File: src/rtl/pipe_ctrl.sv
// -----------------------------------------------------------------------------
// pipe_ctrl
// Pipeline hazard and sequencing controller for the 5-stage RV32IM core
// (IF -> ifu_de -> de -> de_alu/EX -> LSU). Every cycle it decides whether
// each pipeline register advances, holds, or loads a bubble. It handles:
//   - load-use interlocks (one-cycle bubble into EX),
//   - taken jump/branch redirects (flush of the two younger stages),
//   - multi-cycle EX operations such as the divider, with a timeout abort,
//   - debug halt with a fixed drain period before reporting quiescence.
// It also keeps two free-running performance counters.
//
// Ports
//   clk, rst_n        core clock; asynchronous active-low reset
//   de_rd_reg1_flag   DE reads rs1          de_rd_addr1 [4:0]  rs1 index
//   de_rd_reg2_flag   DE reads rs2          de_rd_addr2 [4:0]  rs2 index
//   ex_is_load        EX holds a load       ex_wr_reg_en       EX writes RF
//   ex_wr_reg_addr    [4:0] EX destination register
//   jump_flag         EX resolved a taken redirect; jump_addr [31:0] target
//   mc_start          one-cycle pulse: EX issues a multi-cycle op
//   mc_done           multi-cycle result valid this cycle
//   halt_req          debug halt request (level)
//   perf_clr          synchronous clear of both performance counters
//   hold_pc / hold_if_de / hold_de_ex      stage register keeps its value
//   flush_if_de / flush_de_ex              stage register loads a NOP
//   bubble_ex_lsu     EX->LSU register loads a NOP
//   pc_load           PC loads pc_load_addr (= jump_addr)
//   halted            core is quiescent
//   mc_err            one-cycle pulse on multi-cycle timeout
//   stall_cnt [31:0]  cycles with hold_pc asserted
//   flush_cnt [31:0]  taken redirects (cycles with pc_load asserted)
// -----------------------------------------------------------------------------
module pipe_ctrl #(
  parameter int unsigned MC_TIMEOUT   = 64,
  parameter int unsigned DRAIN_CYCLES = 3
) (
  input  logic        clk,
  input  logic        rst_n,
  input  logic        de_rd_reg1_flag,
  input  logic [4:0]  de_rd_addr1,
  input  logic        de_rd_reg2_flag,
  input  logic [4:0]  de_rd_addr2,
  input  logic        ex_is_load,
  input  logic        ex_wr_reg_en,
  input  logic [4:0]  ex_wr_reg_addr,
  input  logic        jump_flag,
  input  logic [31:0] jump_addr,
  input  logic        mc_start,
  input  logic        mc_done,
  input  logic        halt_req,
  input  logic        perf_clr,
  output logic        hold_pc,
  output logic        hold_if_de,
  output logic        hold_de_ex,
  output logic        flush_if_de,
  output logic        flush_de_ex,
  output logic        bubble_ex_lsu,
  output logic        pc_load,
  output logic [31:0] pc_load_addr,
  output logic        halted,
  output logic        mc_err,
  output logic [31:0] stall_cnt,
  output logic [31:0] flush_cnt
);

  typedef enum logic [1:0] {
    ST_RUN     = 2'd0,
    ST_MC_BUSY = 2'd1,
    ST_HALTING = 2'd2,
    ST_HALTED  = 2'd3
  } state_e;

  // One counter serves both the multi-cycle timeout and the halt drain,
  // since the two states are mutually exclusive.
  localparam int unsigned         CNT_W        = 16;
  localparam logic [CNT_W-1:0]    TIMEOUT_LAST = CNT_W'(MC_TIMEOUT - 1);
  localparam logic [CNT_W-1:0]    DRAIN_LAST   = CNT_W'(DRAIN_CYCLES - 1);

  state_e             state_q, state_d;
  logic [CNT_W-1:0]   cnt_q, cnt_d;
  logic [31:0]        stall_cnt_q, stall_cnt_d;
  logic [31:0]        flush_cnt_q, flush_cnt_d;

  logic lu_s;
  logic hold_pc_s, hold_if_de_s, hold_de_ex_s;
  logic flush_if_de_s, flush_de_ex_s, bubble_ex_lsu_s;
  logic pc_load_s, halted_s, mc_err_s;

  // Load-use: a load in EX writes a non-zero register that DE reads.
  assign lu_s = ex_is_load && ex_wr_reg_en && (ex_wr_reg_addr != 5'd0) &&
                ((de_rd_reg1_flag && (de_rd_addr1 == ex_wr_reg_addr)) ||
                 (de_rd_reg2_flag && (de_rd_addr2 == ex_wr_reg_addr)));

  // Next-state and control-output decode.
  always_comb begin
    state_d         = state_q;
    cnt_d           = cnt_q;
    hold_pc_s       = 1'b0;
    hold_if_de_s    = 1'b0;
    hold_de_ex_s    = 1'b0;
    flush_if_de_s   = 1'b0;
    flush_de_ex_s   = 1'b0;
    bubble_ex_lsu_s = 1'b0;
    pc_load_s       = 1'b0;
    halted_s        = 1'b0;
    mc_err_s        = 1'b0;
    case (state_q)
      ST_RUN: begin
        if (jump_flag) begin
          // Redirect wins; a simultaneous mc_start belongs to a squashed path.
          pc_load_s     = 1'b1;
          flush_if_de_s = 1'b1;
          flush_de_ex_s = 1'b1;
        end else if (mc_start) begin
          hold_pc_s       = 1'b1;
          hold_if_de_s    = 1'b1;
          hold_de_ex_s    = 1'b1;
          bubble_ex_lsu_s = 1'b1;
          state_d         = ST_MC_BUSY;
          cnt_d           = {CNT_W{1'b0}};
        end else if (lu_s) begin
          // Single bubble; the LSU bypass supplies the operand next cycle.
          hold_pc_s     = 1'b1;
          hold_if_de_s  = 1'b1;
          flush_de_ex_s = 1'b1;
        end else if (halt_req) begin
          hold_pc_s     = 1'b1;
          hold_if_de_s  = 1'b1;
          flush_de_ex_s = 1'b1;
          state_d       = ST_HALTING;
          cnt_d         = {CNT_W{1'b0}};
        end else begin
          state_d = ST_RUN;
        end
      end
      ST_MC_BUSY: begin
        if (mc_done) begin
          // Everything released so the result advances this cycle.
          state_d = ST_RUN;
        end else if (cnt_q == TIMEOUT_LAST) begin
          // Abort: drop the stuck op from EX and resume fetching.
          mc_err_s      = 1'b1;
          flush_de_ex_s = 1'b1;
          state_d       = ST_RUN;
        end else begin
          hold_pc_s       = 1'b1;
          hold_if_de_s    = 1'b1;
          hold_de_ex_s    = 1'b1;
          bubble_ex_lsu_s = 1'b1;
          cnt_d           = cnt_q + CNT_W'(1);
        end
      end
      ST_HALTING: begin
        hold_pc_s     = 1'b1;
        hold_if_de_s  = 1'b1;
        flush_de_ex_s = 1'b1;
        // An older instruction still draining out of EX may redirect.
        if (jump_flag) begin
          pc_load_s     = 1'b1;
          flush_if_de_s = 1'b1;
        end else begin
          pc_load_s     = 1'b0;
          flush_if_de_s = 1'b0;
        end
        if (!halt_req) begin
          state_d = ST_RUN;
        end else if (cnt_q == DRAIN_LAST) begin
          state_d = ST_HALTED;
        end else begin
          cnt_d = cnt_q + CNT_W'(1);
        end
      end
      ST_HALTED: begin
        halted_s      = 1'b1;
        hold_pc_s     = 1'b1;
        hold_if_de_s  = 1'b1;
        flush_de_ex_s = 1'b1;
        if (!halt_req) begin
          state_d = ST_RUN;
        end else begin
          state_d = ST_HALTED;
        end
      end
      default: begin
        state_d = ST_RUN;
        cnt_d   = {CNT_W{1'b0}};
      end
    endcase
  end

  // Performance counter next values; clear has priority over increment.
  always_comb begin
    stall_cnt_d = stall_cnt_q;
    flush_cnt_d = flush_cnt_q;
    if (perf_clr) begin
      stall_cnt_d = 32'd0;
      flush_cnt_d = 32'd0;
    end else begin
      if (hold_pc_s) begin
        stall_cnt_d = stall_cnt_q + 32'd1;
      end else begin
        stall_cnt_d = stall_cnt_q;
      end
      if (pc_load_s) begin
        flush_cnt_d = flush_cnt_q + 32'd1;
      end else begin
        flush_cnt_d = flush_cnt_q;
      end
    end
  end

  // State, sequencing counter and performance counter registers.
  always_ff @(posedge clk or negedge rst_n) begin
    if (!rst_n) begin
      state_q     <= ST_RUN;
      cnt_q       <= {CNT_W{1'b0}};
      stall_cnt_q <= 32'd0;
      flush_cnt_q <= 32'd0;
    end else begin
      state_q     <= state_d;
      cnt_q       <= cnt_d;
      stall_cnt_q <= stall_cnt_d;
      flush_cnt_q <= flush_cnt_d;
    end
  end

  // Controls are combinational but must read 0 the moment reset asserts,
  // independent of whatever the inputs are doing.
  assign hold_pc       = hold_pc_s       & rst_n;
  assign hold_if_de    = hold_if_de_s    & rst_n;
  assign hold_de_ex    = hold_de_ex_s    & rst_n;
  assign flush_if_de   = flush_if_de_s   & rst_n;
  assign flush_de_ex   = flush_de_ex_s   & rst_n;
  assign bubble_ex_lsu = bubble_ex_lsu_s & rst_n;
  assign pc_load       = pc_load_s       & rst_n;
  assign halted        = halted_s        & rst_n;
  assign mc_err        = mc_err_s        & rst_n;
  assign pc_load_addr  = rst_n ? jump_addr : 32'd0;
  assign stall_cnt     = stall_cnt_q;
  assign flush_cnt     = flush_cnt_q;

endmodule

File: config.mk
export PLATFORM = sky130hd
export DESIGN_NAME = pipe_ctrl
export DESIGN_NICKNAME = d
export VERILOG_FILES = /design/src/rtl/pipe_ctrl.sv
export SDC_FILE = /design/constraint.sdc
export NUM_CORES = 1
export LEC_CHECK = 0
export CAP_MARGIN = 20
export CORE_MARGIN = 4
export CORE_UTILIZATION = 40
export CTS_BUF_LIST = sky130_fd_sc_hd__clkbuf_4 sky130_fd_sc_hd__clkbuf_8
export CTS_CLUSTER_DIAMETER = 50
export DETAILED_ROUTE_END_ITERATION = 12
export PLACE_DENSITY = 0.79
export SYNTH_ARGS = -nofsm -noshare
export SYNTH_HDL_FRONTEND = slang
export SYNTH_SLANG_ARGS = --single-unit
File: constraint.sdc
create_clock -name clk -period 4.75 [get_ports clk]
set_input_delay 1.1875 -clock clk [delete_from_list [all_inputs] [get_ports clk]]
set_output_delay 1.1875 -clock clk [all_outputs]
set_load 0.005 [all_outputs]
Word-level counts from Yosys, hierarchy flattened
Cells that the tools add are included.

Word-level logic and storage cells: 87. Flip-flop bits (word level): 82. Input port bits: 58.

Bitwise operators: 6. Add/subtract/negate cells: 3. Reductions and logical operators: 15. Muxes and demuxes: 43. Eq/ne operators: 16.

Operator list (number): 32-bit 2-to-1 mux (5); 16-bit 2-to-1 mux (8); 32-bit by 1-bit adder with 32-bit output, second input constant (2); 16-bit case mux with 3 select lines (1); 2-bit 2-to-1 mux (9); 16-bit by 1-bit adder with 16-bit output, second input constant (1); 16-bit by 2-bit equality test with 1-bit output, second input constant (1); 16-bit by 6-bit equality test with 1-bit output, second input constant (1); 1-bit 2-to-1 mux (16); 3-bit != test, second input constant (4); 5-bit equality test (2); 2-bit != test, second input constant (5); 2-bit case mux with 4 select lines (1); 8-bit AND reduction (1); 1-bit bitwise AND (6); 1-bit case mux with 3 select lines (2); 1-bit logical AND (5); 5-bit nonzero test (1); 2-bit equality test, second input constant (2); 4-bit AND reduction (1); 2-bit nonzero test (2); 2-bit OR reduction (2); 3-bit nonzero test (1); 2-bit by 1-bit equality test with 1-bit output, second input constant (1); 3 further kinds (3).

Depth between registers and ports, before layout
Word-level depth: 10. Depth in mapped cells: 11.

Worst setup path after synthesis
Ideal clock, no wire load.

Path kind: in2out. Start point: in ex_wr_reg_addr[1]. End point: out hold_pc. Path buffers: 1. Data required time: 3.563 ns. Data arrival time: 2.431 ns. Slack: 1.132 ns. Stages on the path: 6. Cells stage by stage: or4_4 -> o2111ai_1 -> nand2_1 -> nand3_1 -> nor2_1 -> buf_4.

Longest elaborated chain between the ends: 9. Elaborated cells on any way between the ends: 13. Classes of those cells: 2 x eq/ne; 4 x mux; 1 x bitwise; 6 x reduce/logical.

Ends and longest elaborated chain: from (decl) (line 44) `input logic [4:0] ex_wr_reg_addr,`; 5-bit equality test (on tied branches) (line 90, 91); 1-bit logical AND (on tied branches) (line 90, 91); 1-bit logical OR (line 90) `((de_rd_reg1_flag && (de_rd_addr1 == ex_wr_reg_addr)) ||`; 1-bit logical AND (*) (line 89) `assign lu_s = ex_is_load && ex_wr_reg_en && (ex_wr_reg_addr != 5'd0) &&`; 1-bit 2-to-1 mux (*) (3 in series); 1-bit case mux with 3 select lines (*); 1-bit bitwise AND (*); to (decl) (line 51) `output logic hold_pc,`.

Mark *: on every way between the ends. The rest lies on a longest branch, timed or not.

Final worst setup path
Start point: in ex_wr_reg_addr[2]. End point: out flush_de_ex.

Longest elaborated chain between the ends: 9. Elaborated cells on any way between the ends: 13. Classes of those cells: 2 x eq/ne; 4 x mux; 1 x bitwise; 6 x reduce/logical.

Ends and longest elaborated chain: 5-bit equality test (on tied branches) (line 90, 91); 1-bit logical AND (on tied branches) (line 90, 91); 1-bit logical OR (line 90); 1-bit logical AND (*) (line 89); 1-bit 2-to-1 mux (*) (line 120) `end else if (lu_s) begin`; 1-bit 2-to-1 mux (*) (line 113) `end else if (mc_start) begin`; 1-bit 2-to-1 mux (*) (line 108) `if (jump_flag) begin`; 1-bit case mux with 3 select lines (*) (line 106) `case (state_q)`; 1-bit bitwise AND (*) (line 232) `assign flush_de_ex = flush_de_ex_s & rst_n;`; to (decl) (line 55) `output logic flush_de_ex,`.

Marks and branches as above.

==> results.py <==
metrics = {
    "synth": {
        "post_synth.cell_area_avg_um2": 8.94,
        "yosysWarnings": 0,
        "yosysTopAreaCell": "dfrtp_1",
        "syn-cell-area_mm2": 0.00489,
        "yosysUniqueCellTypes": 51,
        "yosysSeqAreaShare": 0.420,
        "syn-num-nets": 613,
        "syn_inst": 547,
        "synth.area.top_cells": "dfrtp_1 42%, and2_1 5.6%, o31ai_1 4.8%, xor2_1 4.1%, a21oi_1 3.9%",
        "synth-edff-count": 0,
        "synth_flop_cell": "dfrtp_1",
        "synth-seq-cells": 82,
        "synth_async_sr_flop_share": 1.00,
        "synth_top_area_share": 0.420,
    },
    "routing": {
        "wl_mm": 13.5,
        "top_layer_used": "met4",
        "via_count": 4774,
        "first_pass_iters": 5,
        "drc": 0,
        "wl_met2_mm": 6.84,
        "drtIter0Drc": 483,
        "wl_met3_um": 718,
        "wl_met1_mm": 5.68,
        "detail-route-antenna-nets": 0,
        "routed_via_density": 5.60,
        "wl_per_cell_um": 15.9,
    },
    "cells_and_area": {
        "final_cell_mix": "160 x clkdlybuf4s50_1, 82 x dfrtp_1, 47 x nor2_1",
        "multi_input_comb_area_mm2": 0.00265,
        "finish.utilization": 0.567,
        "nFillCells": 1075,
        "layout_commonest_cell": "clkdlybuf4s50_1",
        "num-nets-final": 767,
        "n_antenna_cell": 0,
        "layout-drive-gt1-share": 0.0524,
        "regArea_mm2": 0.00205,
        "area_growth_pct": 39.4,
    },
    "clock_network": {
        "clk_transition_reported_paths_ns": 0.08,
        "cts_sinks": 82,
        "cts_root_buf": "clkbuf_8",
        "cts_tree": "built",
        "cts_inserted_buffers": 9,
        "clk_latency_ns": 0.37,
        "cts_max_level": 3,
        "clock_path_buffers": 2,
    },
    "critical_path": {
        "max_stage_delay_ns": 0.54,
        "critical_path_peak_fanout": 3,
        "worst_setup_path_start_kind": "input port",
        "end_kind": "output port",
        "critPathArrivalTime_ns": 3.39,
        "crit_family": "buffers and inverters",
        "cp_slowest_cell": "clkdlybuf4s50_1",
        "crit_top_cell": "clkdlybuf4s50_1",
        "regToRegSetupSlack_ns": 2.04,
        "required_ns": 3.56,
        "path_class": "input port to output port",
        "path_buf_inv": 2,
        "crit_chain": "clkdlybuf4s50_1 -> xnor2_1 -> nand4_1 -> o22ai_2 -> a21oi_1 -> or2_2 -> a31oi_1 -> clkdlybuf4s50_1",
    },
    "pwr": {
        "powerDensity_mw_per_mm2": 275,
        "p_leak_uw": 0.00266,
        "p_total_uw": 1870,
        "ir_worst_vdd_mv": 0.176,
    },
    "floorplan": {
        "die_y_um": 119,
        "core-area_mm2": 0.0120,
        "dieWidth_um": 119,
        "start_util": 0.407,
        "num_rows": 40,
        "dieArea_mm2": 0.0141,
        "pin_count": 163,
    },
    "sta": {
        "min_period_ns": 4.58,
        "fin_tns_setup_ns": 0,
        "hold_viol_final": 0,
        "rsz0062_at_grt": "no",
        "worst_slack_ns": 0.171,
        "timing.slew.headroom": 0.461,
        "worst_pin_slew_ns": 0.801,
        "finalCritPeriodShare": 0.964,
        "clock-skew-final_ns": 0.0149,
        "timing.fmax_ghz": 0.218,
        "finalSetupViolCount": 0,
        "final_max_slew_viol_count": 0,
    },
    "place": {
        "post-dp-hpwl_mm": 10.1,
        "place.gp.congestion": 0.824,
        "place_ws_ns": 0.130,
        "io_buffers": 162,
    },
    "global_route": {
        "grt_usage": 0.193,
        "grt_pass1_vias": 4768,
        "grt_pass1_wl_mm": 22.9,
        "grt_overflow": 0,
        "grt_start_max_net_pins": 65,
        "antenna_found_initial": 0,
    },
    "outcome": {
        "status": "finished, final reports clean",
    },
    "job": {
        "drv_cap": 0,
    },
    "hold_path": {
        "hp-class": "register to register",
    },
}
## cell type report
class                      instances  area share
clock buffer                       9      0.0182
clock inverter                     7     0.00863
inverter                          18     0.00991
multi-input combinational        421       0.389
sequential                        82       0.301
tap                              147      0.0270
timing repair buffer             169       0.246
## sequential cells by signal, indices dropped and copies added (netlist names)
| register | flops |
|---|---|
| flush_cnt | 32 |
| stall_cnt | 32 |
| cnt_q | 16 |
| state_q | 2 |
## worst paths after layout
check	startpoint	cells after the start	endpoint
setup / recovery	ex_wr_reg_addr[2]	8	flush_de_ex
hold / removal	cnt_q[11]	1	cnt_q[11]
min in group asynchronous	rst_n	1	state_q[0]
max in group asynchronous	rst_n	2	flush_cnt[3]
setup reg to reg	state_q[0]	8	flush_cnt[17]
hold reg to reg	cnt_q[11]	1	cnt_q[11]
## repair_timing
item,4_1_cts,5_1_grt
buffers inserted,0,0
hold buffers,0,0
endpoints found under the setup margin,0,1
resized for setup,0,1
## Yosys cell counts (19+ instances only)
cell,instances
nand4_1,25
or3_1,22
and2_1,44
a21oi_1,38
o21ai_0,25
xnor2_1,19
xor2_1,23
dfrtp_1,82
nand3_1,22
nand2_1,38
o31ai_1,31
nor2_1,47
## metal layers
metal,GRT usage,vias up
met5,0,-
met4,0.0601,0
li1,-,2284
met3,0.0445,27
met1,0.243,2298
met2,0.328,165
## worst reg2reg max path, delay by kind of cell, from the launching register on
| kind | cells | cell delay [ns] |
|---|---|---|
| AOI/OAI and AO/OA | 1 | 0.46 |
| xor gates and xnor gates | 1 | 0.16 |
| DFF | 1 | 0.42 |
| buffers and inverters | 1 | 0.11 |
| adders and majority gates | 1 | 0.33 |
| and+or+nand+nor | 4 | 1.13 |
## per-stage QoR
step                      cells  instance area, um^2  hold WS, ns
after floorplan             547                 4890        0.457
after global placement      836                 6610        0.494
after detailed placement    836                 6610        0.499
after CTS                   852                 6790        0.510
after global routing        853                 6820        0.558
final                       853                 6820        0.514
## cell families (layout without fill, tap and decap cells)
family | count (synthesis) | in the layout | share of synthesized area
simple gates | 249 | 249 | 0.284
compound gates | 118 | 118 | 0.153
flops | 82 | 82 | 0.420
buf+inv | 44 | 203 | 0.0394
xor+xnor | 42 | 42 | 0.0752
fa+ha+maj | 8 | 8 | 0.0205
mux | 4 | 4 | 0.00819
## power breakdown
part	internal [uW]	switching [uW]	total, uW	leakage [uW]
logic	276	353	629	0.00143
registers	726	35.2	761	0.00114
clock network	200	285	485	0.0000929
total	1200	673	1870	0.00266
(Power assumes the default switching activity.)
